--- src/rtl/ctrl_pkg.sv ---
// Shared definitions for the control-word pipeline: ARM condition codes,
// flag bit positions and control-word bit positions.
package ctrl_pkg;

  typedef enum logic [3:0] {
    EQ = 4'h0, NE = 4'h1, CS = 4'h2, CC = 4'h3,
    MI = 4'h4, PL = 4'h5, VS = 4'h6, VC = 4'h7,
    HI = 4'h8, LS = 4'h9, GE = 4'hA, LT = 4'hB,
    GT = 4'hC, LE = 4'hD, AL = 4'hE, NV = 4'hF
  } cond_e;

  // Flag positions within {N,Z,C,V,Q}
  localparam int N = 4;
  localparam int Z = 3;
  localparam int C = 2;
  localparam int V = 1;
  localparam int Q = 0;

  localparam int CB_REGW  = 0;
  localparam int CB_MEMW  = 1;
  localparam int CB_PCSRC = 2;
  localparam int CB_NOWR  = 3;

endpackage

--- src/rtl/cond_eval.sv ---
// ARM condition-code evaluator; NV (4'b1111) never passes.
// Latency: combinational.
// Backpressure: none, pure function of its inputs.
module cond_eval
  import ctrl_pkg::*;
(
  input  logic [3:0] cond,
  input  logic [4:0] flags,
  output logic       pass
);

  logic flagN, flagZ, flagC, flagV;
  logic unusedQ;

  assign flagN   = flags[N];
  assign flagZ   = flags[Z];
  assign flagC   = flags[C];
  assign flagV   = flags[V];
  // Q is sticky saturation state and never participates in a condition
  assign unusedQ = flags[Q];

  always_comb begin
    pass = 1'b0;
    case (cond_e'(cond))
      EQ:      pass = flagZ;
      NE:      pass = ~flagZ;
      CS:      pass = flagC;
      CC:      pass = ~flagC;
      MI:      pass = flagN;
      PL:      pass = ~flagN;
      VS:      pass = flagV;
      VC:      pass = ~flagV;
      HI:      pass = flagC & ~flagZ;
      LS:      pass = ~flagC | flagZ;
      GE:      pass = (flagN == flagV);
      LT:      pass = (flagN != flagV);
      GT:      pass = ~flagZ & (flagN == flagV);
      LE:      pass = flagZ | (flagN != flagV);
      AL:      pass = 1'b1;
      default: pass = 1'b0;
    endcase
  end

endmodule

--- src/rtl/cond_ctrl_pipe.sv ---
// Control-word pipeline D->E->M->W.. with cond gating at E, sticky-Q flags, early branch.
// Latency: 1 cycle per stage; flags/branch bypass is combinational.
// Backpressure: per-stage StallS holds, upstream stall inserts bubbles, FlushS overrides stall.
module cond_ctrl_pipe
  import ctrl_pkg::*;
#(
  parameter int CW     = 8,
  parameter int NSTAGE = 3
) (
  input  logic                 clk,
  input  logic                 reset,
  input  logic [CW-1:0]        CtrlD,
  input  logic                 ValidD,
  input  logic [3:0]           CondD,
  input  logic [2:0]           FlagWriteD,
  input  logic                 BranchD,
  input  logic [4:0]           ALUFlagsE,
  input  logic [NSTAGE-1:0]    StallS,
  input  logic [NSTAGE-1:0]    FlushS,
  output logic [NSTAGE*CW-1:0] CtrlS,
  output logic [NSTAGE-1:0]    ValidS,
  output logic                 CondExE,
  output logic [4:0]           FlagsE,
  output logic [4:0]           FlagsNextE,
  output logic                 BranchTakenD,
  output logic                 PCWrPendingF
);

  logic [NSTAGE-1:0][CW-1:0] stageWord;
  logic [NSTAGE-1:0]         stageVld;
  logic [3:0]                condE;
  logic [2:0]                flagWriteE;
  logic [4:0]                flagsQ;
  logic [CW-1:0]             gatedE;
  logic                      condPassE;
  logic                      condPassD;
  logic                      pcPending;

  cond_eval uCondE (.cond(condE), .flags(flagsQ),     .pass(condPassE));
  cond_eval uCondD (.cond(CondD), .flags(FlagsNextE), .pass(condPassD));

  assign CondExE = stageVld[0] & condPassE;

  always_comb begin
    gatedE           = stageWord[0];
    gatedE[CB_REGW]  = stageWord[0][CB_REGW] & CondExE & ~stageWord[0][CB_NOWR];
    gatedE[CB_MEMW]  = stageWord[0][CB_MEMW] & CondExE;
    gatedE[CB_PCSRC] = stageWord[0][CB_PCSRC] & CondExE;
  end

  for (genvar k = 0; k < NSTAGE; k++) begin : gStage
    logic [CW-1:0] wordQ;
    logic          vldQ;
    logic [CW-1:0] srcWord;
    logic          srcVld;
    logic          upBubble;

    if (k == 0) begin : gSrcD
      assign srcWord  = CtrlD;
      assign srcVld   = ValidD;
      assign upBubble = 1'b0;
    end else if (k == 1) begin : gSrcE
      assign srcWord  = gatedE;
      assign srcVld   = stageVld[0];
      assign upBubble = StallS[0];
    end else begin : gSrcPrev
      assign srcWord  = stageWord[k-1];
      assign srcVld   = stageVld[k-1];
      assign upBubble = StallS[k-1];
    end

    always_ff @(posedge clk) begin
      if (!reset || FlushS[k]) begin
        wordQ <= '0;
        vldQ  <= 1'b0;
      end else if (!StallS[k]) begin
        wordQ <= upBubble ? '0 : srcWord;
        vldQ  <= upBubble ? 1'b0 : srcVld;
      end
    end

    assign stageWord[k] = wordQ;
    assign stageVld[k]  = vldQ;
  end

  // E-only side state travels with stage 0 under the same priority
  always_ff @(posedge clk) begin
    if (!reset || FlushS[0]) begin
      condE      <= 4'h0;
      flagWriteE <= 3'b000;
    end else if (!StallS[0]) begin
      condE      <= CondD;
      flagWriteE <= FlagWriteD;
    end
  end

  always_comb begin
    FlagsNextE = flagsQ;
    if (CondExE) begin
      if (flagWriteE[2]) begin
        FlagsNextE[N] = ALUFlagsE[N];
        FlagsNextE[Z] = ALUFlagsE[Z];
      end
      if (flagWriteE[1]) begin
        FlagsNextE[C] = ALUFlagsE[C];
        FlagsNextE[V] = ALUFlagsE[V];
      end
      if (flagWriteE[0]) begin
        FlagsNextE[Q] = flagsQ[Q] | ALUFlagsE[Q];
      end
    end
  end

  // A flushed E instruction has already executed, so its flags still commit
  always_ff @(posedge clk) begin
    if (!reset) begin
      flagsQ <= 5'b0;
    end else if (!StallS[0]) begin
      flagsQ <= FlagsNextE;
    end
  end

  always_comb begin
    pcPending = CtrlD[CB_PCSRC] & ValidD;
    for (int k = 0; k < NSTAGE; k++) begin
      pcPending = pcPending | (stageWord[k][CB_PCSRC] & stageVld[k]);
    end
  end

  assign PCWrPendingF = reset & pcPending;
  assign BranchTakenD = reset & BranchD & ValidD & condPassD;
  assign CtrlS        = stageWord;
  assign ValidS       = stageVld;
  assign FlagsE       = flagsQ;

endmodule
--- config.mk ---
export PLATFORM = sky130hd
export DESIGN_NAME = cond_ctrl_pipe
export DESIGN_NICKNAME = d
export VERILOG_FILES = /design/src/rtl/ctrl_pkg.sv /design/src/rtl/cond_eval.sv /design/src/rtl/cond_ctrl_pipe.sv
export SDC_FILE = /design/constraint.sdc
export NUM_CORES = 1
export LEC_CHECK = 0
export CAP_MARGIN = 40
export CORE_ASPECT_RATIO = 1.2
export CORE_MARGIN = 1
export CORE_UTILIZATION = 35
export DETAILED_ROUTE_END_ITERATION = 16
export DONT_BUFFER_PORTS = 1
export PLACE_DENSITY = 0.6
export SKIP_LAST_GASP = 1
export SYNTH_ARGS = -nofsm -noshare
export SYNTH_HDL_FRONTEND = slang
export SYNTH_HIERARCHICAL = 1
export SYNTH_SLANG_ARGS = --single-unit
--- constraint.sdc ---
create_clock -name clk -period 3.1 [get_ports clk]
set_clock_uncertainty 0.1 [all_clocks]
set_input_delay 0.31 -clock clk [delete_from_list [all_inputs] [get_ports clk]]
set_output_delay 0.31 -clock clk [all_outputs]
set_load 0.01 [all_outputs]
==> results.cfg, run 1 <==
[run_status]
status = finished with violations
violations = negative setup slack

[sta]
slew_violations = 0
setup_viol_count_final = 1
max_freq_ghz = 0.2909
period_share_pct = 110.9
hold_violations = 0
tightest_slew_ns = 0.6934
tns_ns = -0.3379
timing.final.ws_setup_ns = -0.3379
rsz0062_at_grt = true
relSlewSlack_pct = 53.78
period_needed_ns = 3.438
fin_hold_ws_ns = 0.05303

[finish]
drive_gt1_share_pct = 20.09
fillCellCount = 598
final-seq-area_um2 = 793.3
syn2layout_area_growth_pct = 13.52
final_util_pct = 41.35
nets = 263
num_antenna_cells = 0
multi_input_area_um2 = 1222

[placement]
numPortBuffers = 0
dp_hpwl_um = 3489
place_congestion = 0.8004

[yosys]
synth_nets = 260
synthSimpleGateAreaFrac_pct = 26.48
synth.cell_area_um2 = 2064
syn_avg_cell_area_um2 = 8.976
synth-seq-area-share_pct = 37.82
ys_types = 40
synth_fa_ha_area_share_pct = 0
synth_ff_type = dfxtp_1
async_flop_share_pct = 0
synth_top_family_by_area = simple AND/OR/NAND/NOR gates
synth-xor-area-share_pct = 2.424
synth_seq_cells = 39
synth_compound_area_share_pct = 14.24
synth_edf_count = 0
synth.area.mux_share_pct = 13.33
synth_cells = 230
synth_warnings = 6

[die]
die_x_um = 72.11
fp.coreArea_um2 = 5668
std_cell_rows = 30
die_height_um = 86.13
ios = 70
initial_core_util_pct = 36.42
die_area_um2 = 6211

[pwr]
leakage_nw = 0.8504
ir_worst_vdd_uv = 181.9
power_density_nw_per_um2 = 431.3

[worst_setup_path]
r2r-start = condE[2]
cp_max_fo = 6
worst_setup_path_end_kind = primary output
cp_data_arrival_time_ns = 3.03
r2r_slack_ns = 0.97
crit_type = flop to primary output
crit_path_start_kind = flop
rr_endpoint = gStage[1].wordQ[0]
required_ns = 2.69
reg2reg_depth = 7

[clock_network]
clkTransAtPathRegs_ns = 0.08
clockRootBuffer = clkbuf_8
cts_max_level = 2
tritoncts = built
insertion_delay_ns = 0.29
cts.sinks = 39
clockBufferDepth = 2
hold_buffers = 0
cts_made_buffers = 5

[grt]
gr-total-overflow = 0
grt_pass1_wl_um = 7514
grtUsageTotal_pct = 15.44
grt_pass1_vias = 1582
antenna_found_initial = 0
grt_max_degree = 28

[routing]
firstDrtPassIters = 4
wl_per_cell_um = 15.55
drt-initial-drc-count = 43
wirelength_um = 4882
via_count = 1695
drc = 0
antenna_left = 0
via_per_inst = 5.398

[min_path]
min_to = FlagsE[1]
min_path_type = primary input to flop
hold_depth = 2
hp-start = ALUFlagsE[1]

[job]
maxCapViolCount = 0
[layout make-up]
type | count | area share [%]
Timing Repair Buffer | 15 | 4.698
Tap cell | 80 | 4.271
Clock inverter | 2 | 1.495
Multi-Input combinational cell | 172 | 52.16
Sequential cell | 39 | 33.85
Clock buffer | 6 | 3.524
[critical path: stages, from the launching register on]
cell and delay (ns):
dfxtp_4 0.38, mux2_4 0.30, a21oi_2 0.14, o211ai_1 0.12, a211o_1 0.36, nand3_2 0.09
mux2_4 0.34, xnor2_4 0.19, o22ai_1 0.10, a211o_1 0.29, a211o_1 0.27, and4_4 0.17
[per-layer routing]
metal | vias up | routed length (um) | track usage (%)
li1 | 820 | - | -
met1 | 789 | 1966 | 16.80
met2 | 78 | 2330 | 26.51
met3 | 8 | 508 | 6.463
met4 | 0 | 76 | 5.704
met5 | - | 0 | 0
[cell usage in the layout, fill, tap and decap left out, types with 5 or more instances in the layout]
master / synthesis / final
a21oi_1: 21 / 20
nand2_1: 30 / 30
or3b_1: 11 / 11
buf_4: 4 / 14
nor2_1: 21 / 21
mux2i_1: 20 / 20
clkbuf_8: 0 / 6
nand2b_1: 7 / 7
mux2_4: 2 / 5
dfxtp_1: 39 / 35
[power breakdown]
group	switching, mW	total (mW)	internal [mW]
clock network	0.176	0.436	0.261
logic	0.0271	0.0589	0.0318
registers	0.00995	0.516	0.506
[cells in the mapped netlist, drive strengths merged (2+ instances only)]
cell,instances,area share [%]
nand2,30,5.5
a21oi,21,5.1
nor2b,2,0.61
clkbuf,6,1.2
a221oi,2,0.85
nor3,4,0.97
and3b,2,0.85
o22ai,4,1.5
xnor2,2,1.6
nor2,21,3.8
or2b,2,0.73
o211ai,4,1.5
buf,13,4.5
o31ai,2,0.73
mux2i,20,9.7
nand3,3,0.73
xor2,2,0.85
nand2b,7,2.1
or3b,15,6.4
nor3b,2,0.73
and4b,3,1.5
dfxtp,39,38
a22oi,4,1.5
a31o,2,0.85
a211o,4,1.7
mux2,6,3.6
[how the worst max path moves through the flow]
stage / to / slack, ns / depth (start not counted) / startpoint
5_1_grt: BranchTakenD / -0.44 / 11 / FlagsE[4]
4_1_cts: BranchTakenD / -0.33 / 11 / condE[2]
2_1_floorplan: BranchTakenD / 0.04 / 11 / FlagsE[1]
3_5_place_dp: BranchTakenD / -0.04 / 11 / condE[2]
6_report: BranchTakenD / -0.34 / 11 / condE[2]
3_3_place_gp: BranchTakenD / -0.01 / 11 / condE[2]
[registers in the layout, indices dropped and copies added (netlist names)]
name / cells
gStage.wordQ: 24
FlagsE: 5
condE: 4
flagWriteE: 3
gStage.vldQ: 3
[through the flow]
stage | cell area [um^2] | cells | power, mW | setup WS, ns
floorplan | 2101 | 230 | 0.5932 | 0.04021
global placement | 2177 | 304 | 0.5852 | -0.01405
detailed placement | 2177 | 304 | 0.5857 | -0.04429
CTS | 2321 | 312 | 1.024 | -0.3255
global route | 2344 | 314 | 1.050 | -0.4421
finish | 2344 | 314 | 1.011 | -0.3379
[cells by family after synthesis]
group,Yosys count
multiplexers,26
AND/OR/NAND/NOR,97
flip-flops,39
AO/OA/AOI/OAI,45
XOR/XNOR,4
buffers and inverters,19
[timing repair]
| item | CTS | global route |
|---|---|---|
| buffers inserted | 0 | 2 |
| pin swaps | 0 | 2 |
| setup endpoints to repair | 1 | 1 |
| resized for setup | 4 | 2 |
(Power assumes the default switching activity.)
==> inputs of run 2 (changes only) <==
--- a/config.mk
+++ b/config.mk
@@ -6,9 +6,10 @@
 export NUM_CORES = 1
 export LEC_CHECK = 0
 export CAP_MARGIN = 40
-export CORE_ASPECT_RATIO = 1.2
+export CORE_ASPECT_RATIO = 1.5
 export CORE_MARGIN = 1
 export CORE_UTILIZATION = 35
+export CTS_BUF_LIST = sky130_fd_sc_hd__clkbuf_2
 export DETAILED_ROUTE_END_ITERATION = 16
 export DONT_BUFFER_PORTS = 1
 export PLACE_DENSITY = 0.6
==> run 2 against run 1 <==
Effect of this change: the flow still finishes with violations (negative setup slack); fmax decreased by 6.3%; core utilization increased by 6.5 points; clock-buffer cell count unchanged; critical path type unchanged; power increased by 0.61%; critical endpoint unchanged; largest cell class unchanged.
==> results.cfg, run 2 (synthesis gave the netlist of run 1 again) <==
[sta]
tightest_slew_ns = 0.7198
setup_viol_count_final = 1
timing.final.ws_setup_ns = -0.5687
max_freq_ghz = 0.2726
period_share_pct = 118.3
relSlewSlack_pct = 51.85
slew_violations = 0
rsz0062_at_grt = true
period_needed_ns = 3.669
hold_violations = 0

[worst_setup_path]
crit_path_start_kind = flop
worst_setup_path_end_kind = primary output
crit_type = flop to primary output
cp_max_fo = 5
required_ns = 2.69
cp_data_arrival_time_ns = 3.26

[grt]
grt_max_degree = 26
grt_pass1_vias = 1833
antenna_found_initial = 0
gr-total-overflow = 0
grt_pass1_wl_um = 8894
grtUsageTotal_pct = 18.83

[die]
ios = 70
std_cell_rows = 33
die_area_um2 = 6216
die_x_um = 64.71
initial_core_util_pct = 37.04
die_height_um = 96.06
fp.coreArea_um2 = 5574

[routing]
antenna_left = 0
drc = 0
drt-initial-drc-count = 83
wl_per_cell_um = 16.88
firstDrtPassIters = 4
via_per_inst = 5.425
wirelength_um = 5722
via_count = 1839

[pwr]
power_density_nw_per_um2 = 381.2
leakage_nw = 1.011
ir_worst_vdd_uv = 289.0

[placement]
numPortBuffers = 0
placed_area_um2 = 2180
dp_hpwl_um = 3720
preCtsSetupSlack_ns = -0.01537
place_congestion = 0.9468

[clock_network]
tritoncts = built
cts.sinks = 39
clockRootBuffer = clkbuf_2
cts_max_level = 2
cts_made_buffers = 5
clockBufferDepth = 2
insertion_delay_ns = 0.38
clkTransAtPathRegs_ns = 0.21

[min_path]
min_path_type = primary input to flop

[finish]
largest_reg_flops = 24
post-route-cell-area_um2 = 2668
final_util_pct = 47.86
drive_gt1_share_pct = 23.05
final-seq-area_um2 = 798.3
multi_input_area_um2 = 1236
fillCellCount = 539
num_antenna_cells = 0
most-common-layout-cells = dfxtp_1, nand2_1, dlygate4sd3_1, buf_4, nor2_1
largest-register = gStage.wordQ
final_common_cell = dfxtp_1
nets = 298
syn2layout_area_growth_pct = 29.21

[run_status]
status = finished with violations
violations = negative setup slack

[job]
maxCapViolCount = 0
run 2: worst paths after layout:
path	cells past startpoint	slack, ns	end	from
worst max register to register	8	0.59	FlagsE[0]	FlagsE[3]
worst max-delay path	11	-0.57	BranchTakenD	FlagsE[3]
worst min-delay path	2	0.06	gStage[1].wordQ[0]	StallS[1]
worst min register to register	2	0.42	gStage[2].wordQ[4]	gStage[2].wordQ[4]
run 2: metal layers:
metal / GRT usage (%) / wire (um)
met5: 0 / 0
met4: 6.296 / 86
met3: 6.043 / 429
met2: 35.42 / 2991
met1: 19.23 / 2214
run 2: repair_timing:
item	CTS	global route
gates resized for setup	4	10
pin swaps	4	4
endpoints found under the hold margin	38	1
hold buffers	27	1
buffers inserted	5	2
setup endpoints to repair	1	1
run 2: power breakdown:
part	switching [mW]	total, mW	internal, mW	leakage [nW]
Combinational	0.0497	0.107	0.0576	0.638
Clock	0.171	0.392	0.221	0.0532
Sequential	0.0113	0.518	0.506	0.320
run 2: critical path, stage by stage, from the launching register on:
cell,delay [ns]
dfxtp_4,0.41
and3b_1,0.26
a221oi_1,0.09
a211o_1,0.23
a211o_1,0.35
nand3_2,0.10
mux2_2,0.35
nor2b_2,0.17
a221oi_1,0.38
a211o_1,0.18
a211o_1,0.13
and4_4,0.21
run 2: through the flow:
| step | power (mW) | hold WS [ns] | instances | setup TNS [ns] |
|---|---|---|---|---|
| after floorplan | 0.5932 | 0.3415 | 230 | 0 |
| after global placement | 0.5849 | 0.3318 | 296 | 0 |
| after detailed placement | 0.5858 | 0.3386 | 296 | -0.01537 |
| after CTS | 1.022 | 0.03193 | 336 | -0.4679 |
| after global routing | 1.068 | 0.03046 | 339 | -0.6920 |
| final | 1.017 | 0.05761 | 339 | -0.5687 |
run 2: layout make-up:
type | count | share of cell area, %
Multi-Input combinational cell | 172 | 46.34
Sequential cell | 39 | 29.92
Timing Repair Buffer | 50 | 17.07
Tap cell | 70 | 3.283
Clock inverter | 2 | 2.251
Clock buffer | 6 | 1.126
